## src/rtl/ddr_pkg.sv

```systemverilog
// Shared definitions for the DDR capture path: memory word/address geometry
// and the capture state encoding used by ddr_sample_writer.
package ddr_pkg;

    localparam int DDR_DATA_W     = 128;  // one memory-interface write word
    localparam int DDR_ADX_W      = 27;   // address of 16-bit DRAM words
    localparam int DDR_BURST_STEP = 8;    // 16-bit words per 128-bit write

    typedef enum logic [1:0] {
        IDLE,
        CAPTURE,
        FLUSH,
        DONE
    } state_e;

endpackage

```

## src/rtl/sample_packer.sv

```systemverilog
// Packs SAMPLE_W-bit samples into 128-bit words, lane 0 first.
// Ports:
//   clk, resetn  clock / async active-low reset
//   push         accept sample this cycle
//   clear        discard the partial word (its padded image was taken)
//   sample       incoming sample
//   word_data    current word including this cycle's sample; unfilled lanes zero
//   word_full    the pushed sample fills the last lane (word complete this cycle)
//   empty        no samples held
// A complete word always restarts the packer, whether or not the caller could
// store it, so a dropped word never bleeds into the next one.
module sample_packer
    import ddr_pkg::*;
#(
    parameter int SAMPLE_W = 32
) (
    input  logic                  clk,
    input  logic                  resetn,
    input  logic                  push,
    input  logic                  clear,
    input  logic [SAMPLE_W-1:0]   sample,
    output logic [DDR_DATA_W-1:0] word_data,
    output logic                  word_full,
    output logic                  empty
);

    localparam int N      = DDR_DATA_W / SAMPLE_W;
    localparam int LANE_W = (N > 1) ? $clog2(N) : 1;
    localparam logic [LANE_W-1:0] LAST_LANE = LANE_W'(N - 1);

    logic [LANE_W-1:0]     lane_q, lane_d;
    logic [DDR_DATA_W-1:0] data_q, data_d;

    always_comb begin
        word_data = data_q;
        for (int l = 0; l < N; l++) begin
            if (push && lane_q == LANE_W'(l))
                word_data[l*SAMPLE_W +: SAMPLE_W] = sample;
        end
        word_full = push && (lane_q == LAST_LANE);
        empty     = (lane_q == '0);

        lane_d = lane_q;
        data_d = data_q;
        if (clear || word_full) begin
            // zeroed storage gives the zero padding of a flushed partial word
            lane_d = '0;
            data_d = '0;
        end else if (push) begin
            lane_d = lane_q + 1'b1;
            data_d = word_data;
        end
    end

    always_ff @(posedge clk or negedge resetn) begin
        if (!resetn) begin
            lane_q <= '0;
            data_q <= '0;
        end else begin
            lane_q <= lane_d;
            data_q <= data_d;
        end
    end

endmodule

```

## src/rtl/ddr_sample_writer.sv

```systemverilog
// Capture front end: packs logic-analyzer samples into 128-bit words and
// writes them to sequential DDR addresses through a one-entry pending register.
// Ports:
//   clk, resetn      soc_clk / async active-low reset
//   start, stop      capture control pulses; capture_words sampled on start
//   sample_valid/data sample stream (no backpressure)
//   wr_adx_out, wr_data_out, write_req / write_allowed   memory command port
//   busy, done, overflow, words_written                  status
// Build option: DDR_SAMPLE_WRITER_DROP_CNT_EN adds dropped_cnt[15:0], a
// saturating count of dropped samples, cleared by start.
module ddr_sample_writer
    import ddr_pkg::*;
#(
    parameter int               SAMPLE_W = 32,
    parameter int               ADX_W    = DDR_ADX_W,
    parameter logic [ADX_W-1:0] BASE_ADX = '0,
    parameter logic [ADX_W-1:0] ADX_STEP = ADX_W'(DDR_BURST_STEP)
) (
    input  logic                  clk,
    input  logic                  resetn,
    input  logic                  start,
    input  logic                  stop,
    input  logic [ADX_W-1:0]      capture_words,
    input  logic                  sample_valid,
    input  logic [SAMPLE_W-1:0]   sample_data,
    output logic [ADX_W-1:0]      wr_adx_out,
    output logic [DDR_DATA_W-1:0] wr_data_out,
    output logic                  write_req,
    input  logic                  write_allowed,
    output logic                  busy,
    output logic                  done,
    output logic                  overflow,
`ifdef DDR_SAMPLE_WRITER_DROP_CNT_EN
    output logic [15:0]           dropped_cnt,
`endif
    output logic [ADX_W-1:0]      words_written
);

    state_e                state_q, state_d;
    logic [ADX_W-1:0]      cap_q, cap_d;
    logic [ADX_W-1:0]      queued_q, queued_d;
    logic [ADX_W-1:0]      written_q, written_d;
    logic [ADX_W-1:0]      next_adx_q, next_adx_d;
    logic [ADX_W-1:0]      pend_adx_q, pend_adx_d;
    logic [DDR_DATA_W-1:0] pend_data_q, pend_data_d;
    logic                  pend_valid_q, pend_valid_d;
    logic                  overflow_q, overflow_d;

    logic                  xfer, pend_ok, push, flush_take, load, drop;
    logic [DDR_DATA_W-1:0] pk_data;
    logic                  pk_full, pk_empty;

    // Pending can take a word if empty or being emptied this cycle.
    assign xfer       = pend_valid_q & write_allowed;
    assign pend_ok    = ~pend_valid_q | xfer;
    // Once all requested words are queued, samples are ignored without overflow.
    assign push       = (state_q == CAPTURE) & sample_valid & (queued_q != cap_q);
    // A flushed partial word waits for room rather than being dropped.
    assign flush_take = (state_q == FLUSH) & ~pk_empty & pend_ok;
    assign load       = (pk_full & pend_ok) | flush_take;
    assign drop       = pk_full & ~pend_ok;

    sample_packer #(.SAMPLE_W(SAMPLE_W)) u_packer (
        .clk       (clk),
        .resetn    (resetn),
        .push      (push),
        .clear     (flush_take),
        .sample    (sample_data),
        .word_data (pk_data),
        .word_full (pk_full),
        .empty     (pk_empty)
    );

`ifdef DDR_SAMPLE_WRITER_DROP_CNT_EN
    localparam int N = DDR_DATA_W / SAMPLE_W;
    logic [15:0] drop_cnt_q, drop_cnt_d;
`endif

    always_comb begin
        state_d      = state_q;
        cap_d        = cap_q;
        queued_d     = queued_q;
        written_d    = written_q;
        next_adx_d   = next_adx_q;
        pend_adx_d   = pend_adx_q;
        pend_data_d  = pend_data_q;
        pend_valid_d = pend_valid_q;
        overflow_d   = overflow_q;
`ifdef DDR_SAMPLE_WRITER_DROP_CNT_EN
        drop_cnt_d   = drop_cnt_q;
`endif

        if (xfer) begin
            pend_valid_d = 1'b0;
            written_d    = written_q + 1'b1;
        end
        if (load) begin
            pend_valid_d = 1'b1;
            pend_data_d  = pk_data;
            pend_adx_d   = next_adx_q;
            next_adx_d   = next_adx_q + ADX_STEP;  // natural wrap at 2^ADX_W
            queued_d     = queued_q + 1'b1;
        end
        if (drop) begin
            overflow_d = 1'b1;
`ifdef DDR_SAMPLE_WRITER_DROP_CNT_EN
            drop_cnt_d = (drop_cnt_q > 16'hFFFF - 16'(N)) ? 16'hFFFF
                                                          : drop_cnt_q + 16'(N);
`endif
        end

        case (state_q)
            IDLE, DONE: begin
                // pending and packer are empty here, so no transfer is in flight
                if (start) begin
                    cap_d      = capture_words;
                    queued_d   = '0;
                    written_d  = '0;
                    next_adx_d = BASE_ADX;
                    overflow_d = 1'b0;
`ifdef DDR_SAMPLE_WRITER_DROP_CNT_EN
                    drop_cnt_d = '0;
`endif
                    state_d    = (capture_words == '0) ? DONE : CAPTURE;
                end
            end
            CAPTURE: if (stop || queued_q == cap_q) state_d = FLUSH;
            FLUSH:   if (!pend_valid_q && pk_empty) state_d = DONE;
            default: state_d = IDLE;
        endcase
    end

    always_ff @(posedge clk or negedge resetn) begin
        if (!resetn) begin
            state_q      <= IDLE;
            cap_q        <= '0;
            queued_q     <= '0;
            written_q    <= '0;
            next_adx_q   <= '0;
            pend_adx_q   <= '0;
            pend_data_q  <= '0;
            pend_valid_q <= 1'b0;
            overflow_q   <= 1'b0;
        end else begin
            state_q      <= state_d;
            cap_q        <= cap_d;
            queued_q     <= queued_d;
            written_q    <= written_d;
            next_adx_q   <= next_adx_d;
            pend_adx_q   <= pend_adx_d;
            pend_data_q  <= pend_data_d;
            pend_valid_q <= pend_valid_d;
            overflow_q   <= overflow_d;
        end
    end

`ifdef DDR_SAMPLE_WRITER_DROP_CNT_EN
    always_ff @(posedge clk or negedge resetn) begin
        if (!resetn) drop_cnt_q <= '0;
        else         drop_cnt_q <= drop_cnt_d;
    end
    assign dropped_cnt = drop_cnt_q;
`endif

    assign write_req     = xfer;
    assign wr_adx_out    = pend_adx_q;
    assign wr_data_out   = pend_data_q;
    assign busy          = (state_q == CAPTURE) || (state_q == FLUSH);
    assign done          = (state_q == DONE);
    assign overflow      = overflow_q;
    assign words_written = written_q;

endmodule

```

## config.mk

```make
export PLATFORM = sky130hd
export DESIGN_NAME = ddr_sample_writer
export DESIGN_NICKNAME = d
export VERILOG_FILES = /design/src/rtl/ddr_pkg.sv /design/src/rtl/sample_packer.sv /design/src/rtl/ddr_sample_writer.sv
export SDC_FILE = /design/constraint.sdc
export NUM_CORES = 1
export LEC_CHECK = 0
export CAP_MARGIN = 5
export CORE_ASPECT_RATIO = 0.6
export CORE_MARGIN = 2
export CORE_UTILIZATION = 49
export CTS_CLUSTER_DIAMETER = 50
export DETAILED_ROUTE_END_ITERATION = 16
export PLACE_DENSITY = 0.87
export REMOVE_ABC_BUFFERS = 1
export SETUP_SLACK_MARGIN = 0.15
export SLEW_MARGIN = 25
export SYNTH_ARGS = -nofsm -noshare
export SYNTH_HDL_FRONTEND = slang
export SYNTH_SLANG_ARGS = --single-unit
```

## constraint.sdc

```tcl
create_clock -name clk -period 2.2 [get_ports clk]
set_input_delay 0.33 -clock clk [delete_from_list [all_inputs] [get_ports clk]]
set_output_delay 0.33 -clock clk [all_outputs]
set_load 0.01 [all_outputs]
```

==> impl_metrics.tcl <==
set metrics [dict create \
    critical_path.endpoint_type "flop" \
    setup_viol 296 \
    fraction_of_synthesis_flops_using_an_asynchronous_set_or_reset_pin_pct 100 \
    post_synth_inst_count 1535 \
    critPathBufInv 4 \
    fmax_ghz 0.400 \
    r2r-start "cap_q[10]" \
    synth_area_leader_cell "sky130_fd_sc_hd__dfrtp_1" \
    synth.ff_latch_count 391 \
    worstMarginPinSlew_ps 735 \
    synth_area_per_cell_um2 11.0 \
    dp_hpwl_um 32500 \
    detail_route.drc_violations 0 \
    synth-seq-area-share_pct 57.9 \
    worst_r2r_path_cells 11 \
    leakage_uw 0.0113 \
    routed_wl_um 57100 \
    htree_num_levels 2 \
    overflow_after_grt 0 \
    yosys_warnings 0 \
    core_footprint_mm2 0.0338 \
    worst_ep_arrival_time_ps 2910 \
    ys_top_cells_by_count "sky130_fd_sc_hd__dfrtp_1, sky130_fd_sc_hd__nand2_1, sky130_fd_sc_hd__o21ai_0" \
    worst-path-max-fanout 8 \
    detailedRoute.firstIterationViolations 1521 \
    finalMaxSlewViolations 0 \
    crit_slowest_cell "sky130_fd_sc_hd__dfrtp_1" \
    critical_path.most_common_cell "sky130_fd_sc_hd__buf_12" \
    clock_insertion_delay_worst_skew_ps 550 \
    final.period_utilization_pct 114 \
    worst_slack_ps -303 \
    dpl-instance-area_mm2 0.0210 \
    first_global_vias 13746 \
    clock_tree.buffer_depth 3 \
    post_drt_via_cell_ratio 6.02 \
    routabilityCongestion 0.923 \
    clock_tree.root_cell "sky130_fd_sc_hd__clkbuf_16" \
    grt_setup_unrepaired "true" \
    regToRegEndpoint "wr_data_out[74]" \
    timing.setup.tns_ps -61670 \
    cts_inserted_buffers 38 \
    setup.worst_path.start_class "flop" \
    ant_nets 0 \
    post_route_cells_drive_above_1_share_pct 24.5 \
    post-synth-top-count-cell "sky130_fd_sc_hd__dfrtp_1" \
    violations "negative setup slack" \
    tritoncts "built" \
    timing.hold.worst.class "in -> async" \
    pin_count 251 \
    drt_pass1_iterations 5 \
    status "complete, but fails checks" \
    postSynth.topFlopCell "sky130_fd_sc_hd__dfrtp_1" \
    grt_start_max_net_pins 60 \
    crit_path_max_incr_delay_ps 410 \
    routed-via-count 14616 \
    fin_crit_ps 2500 \
    maxCapViolations 0 \
    die_height_um 148 \
    final_design_area_no_fill_mm2 0.0248 \
    number_of_enable_flip_flop_cells_after_synthesis 0 \
    top_post_synthesis_cells_by_area "sky130_fd_sc_hd__dfrtp_1, sky130_fd_sc_hd__mux2i_1, sky130_fd_sc_hd__nand2_1, sky130_fd_sc_hd__a22o_1, sky130_fd_sc_hd__o21ai_0" \
    avgRoutedWirePerCell_um 23.5 \
    timing.clock.skew_ps 39.9 \
    clk_transition_reported_paths_ps 60 \
    die_area_mm2 0.0361 \
    globalRouteTotalUtil_pct 27.4 \
    critPathTopFamily "buffers and inverters" \
    worst_ir_drop_vdd_uv 625 \
    grt_pass1_wl_um 78000 \
    clock_sinks 391 \
    post_synth_instance_area_mm2 0.0169 \
    worstPathRequired_ps 2600 \
    dieWidth_um 244 \
    timing.final.hold_violations 0 \
    numPortBuffers 247 \
    number_of_placement_rows 52 \
    pre_cts_ws_ps -307 \
    area_growth_syn_to_layout_pct 46.5 \
    yosys.area.top_type_share_pct 57.9 \
    num-nets-final 2014 \
    ff2ff_setup_slack_ps -300 \
    pwr_density_cell_mw_per_mm2 1130 \
    power_uw 28000 \
    path_class "reg -> reg" \
    worst_slew_margin_rel_pct 51.0 \
    path_cells "xor2_1, nor4_2, buf_4, nand4_1, o211ai_2, buf_12, nor2_4, buf_12, buf_16, mux2i_1, o21ai_1" \
    number_of_distinct_library_cells_after_synthesis 51 \
    initial_core_util_pct 50.0 \
    grt_antenna_before_repair 2 \
]
worst max-delay path by stage:
stage                  start             endpoint  slack, ps  cells past startpoint
2_1_floorplan    queued_q[1]       next_adx_q[11]      -5100                      7
3_3_place_gp   write_allowed  u_packer.data_q[76]       -340                      6
3_5_place_dp       cap_q[10]      wr_data_out[94]       -310                     10
4_1_cts            cap_q[12]   u_packer.data_q[5]       -180                     10
5_1_grt            cap_q[10]      wr_data_out[74]       -390                     11
6_report           cap_q[10]      wr_data_out[74]       -300                     11
what timing repair did:
action,4_1_cts,5_1_grt
resized for setup,91,297
pin swaps,36,76
hold buffers,1,0
endpoints found under the setup margin,338,356
endpoints found under the hold margin,42,0
setup buffers,16,22
cloned,7,41
cells by family after synthesis:
kind of cell / Yosys count / synth area share (%)
xor+xnor: 62 / 3.21
other cells: 1 / 0.0222
simple gates: 473 / 13.1
mux: 154 / 9.29
flops: 391 / 57.9
fa+ha+maj: 10 / 0.740
compound gates: 329 / 12.5
buf+inv: 115 / 3.23
placed cells by master, fill, tap and decap left out, types with 7 or more instances in the layout:
cell type	Yosys	final
sky130_fd_sc_hd__xor2_1	51	49
sky130_fd_sc_hd__o21ai_0	160	38
sky130_fd_sc_hd__nor4_1	17	11
sky130_fd_sc_hd__mux2_2	24	11
sky130_fd_sc_hd__clkdlybuf4s50_1	0	245
sky130_fd_sc_hd__nand2_1	247	203
sky130_fd_sc_hd__buf_8	0	14
sky130_fd_sc_hd__buf_12	0	44
sky130_fd_sc_hd__ha_1	10	10
sky130_fd_sc_hd__a22o_1	96	96
sky130_fd_sc_hd__mux2_4	0	13
sky130_fd_sc_hd__nor2_1	51	49
sky130_fd_sc_hd__clkbuf_16	0	68
sky130_fd_sc_hd__buf_6	1	21
sky130_fd_sc_hd__o211ai_1	13	13
sky130_fd_sc_hd__a21oi_1	38	21
sky130_fd_sc_hd__buf_4	16	97
sky130_fd_sc_hd__nor2_4	0	7
sky130_fd_sc_hd__mux2i_4	0	12
sky130_fd_sc_hd__nand4_1	11	11
sky130_fd_sc_hd__nand2_2	0	28
sky130_fd_sc_hd__dfrtp_1	391	391
sky130_fd_sc_hd__nand2_4	0	16
sky130_fd_sc_hd__o21ai_1	1	84
sky130_fd_sc_hd__mux2i_1	130	95
sky130_fd_sc_hd__or3_1	29	19
sky130_fd_sc_hd__or3_4	0	10
sky130_fd_sc_hd__clkbuf_1	46	8
sky130_fd_sc_hd__xnor2_1	11	11
sky130_fd_sc_hd__nand3_1	24	23
sky130_fd_sc_hd__mux2i_2	0	23
sky130_fd_sc_hd__buf_16	0	9
sky130_fd_sc_hd__o21ai_2	1	36
sky130_fd_sc_hd__inv_1	15	15
sky130_fd_sc_hd__a21oi_2	1	17
sky130_fd_sc_hd__and3_1	53	52
power by group:
group          switching [µW]  internal (µW)  leakage, µW  total [µW]
registers                1340           8840      0.00532       10200
clock network            2880           3940     0.000626        6820
logic                    5470           5500      0.00538       11000
total                    9690          18300       0.0113       28000
state kept, by name (all words and copies together), names as in the netlist:
signal and flops:
u_packer.lane_q 2, wr_data_out 128, next_adx_q 24, words_written 27, pend_valid_q 1, overflow 1
queued_q 27, state_q 2, u_packer.data_q 128, cap_q 27, wr_adx_out 24
per-layer routing:
metal / global-route usage [%] / share of wire [%] / up-vias
met5: 0 / 0 / -
met4: 7.65 / 3.2 / 0
met3: 5.08 / 7.9 / 154
met2: 41.9 / 46 / 790
met1: 40.4 / 43 / 7423
li1: - / - / 6249
worst reg2reg max path, cell delays in order (launching register included):
cell,delay (ps)
sky130_fd_sc_hd__dfrtp_1,410
sky130_fd_sc_hd__xor2_1,180
sky130_fd_sc_hd__nor4_2,330
sky130_fd_sc_hd__buf_4,170
sky130_fd_sc_hd__nand4_1,180
sky130_fd_sc_hd__o211ai_2,290
sky130_fd_sc_hd__buf_12,170
sky130_fd_sc_hd__nor2_4,90
sky130_fd_sc_hd__buf_12,150
sky130_fd_sc_hd__buf_16,130
sky130_fd_sc_hd__mux2i_1,180
sky130_fd_sc_hd__o21ai_1,90
cell type report:
type	instances	area, µm²
flip-flops and latches	391	9780
fillers	2115	9060
multi-input cells	1031	7540
repair buffers	462	5530
clock buffers	53	1090
well taps	459	574
clock inverters	14	184
inverters	15	56.3
diodes	4	10.0
stage by stage:
step | utilization (%) | hold WS (ps) | std cells
after global placement | 62.0 | 317 | 2271
after floorplan | - | 34.4 | 1437
after CTS | 67.5 | 340 | 2362
after detailed placement | 62.0 | 308 | 2271
after global routing | 73.2 | 345 | 2427
final | 73.2 | 322 | 2429
Note: power is estimated with default switching activity, not from simulation.
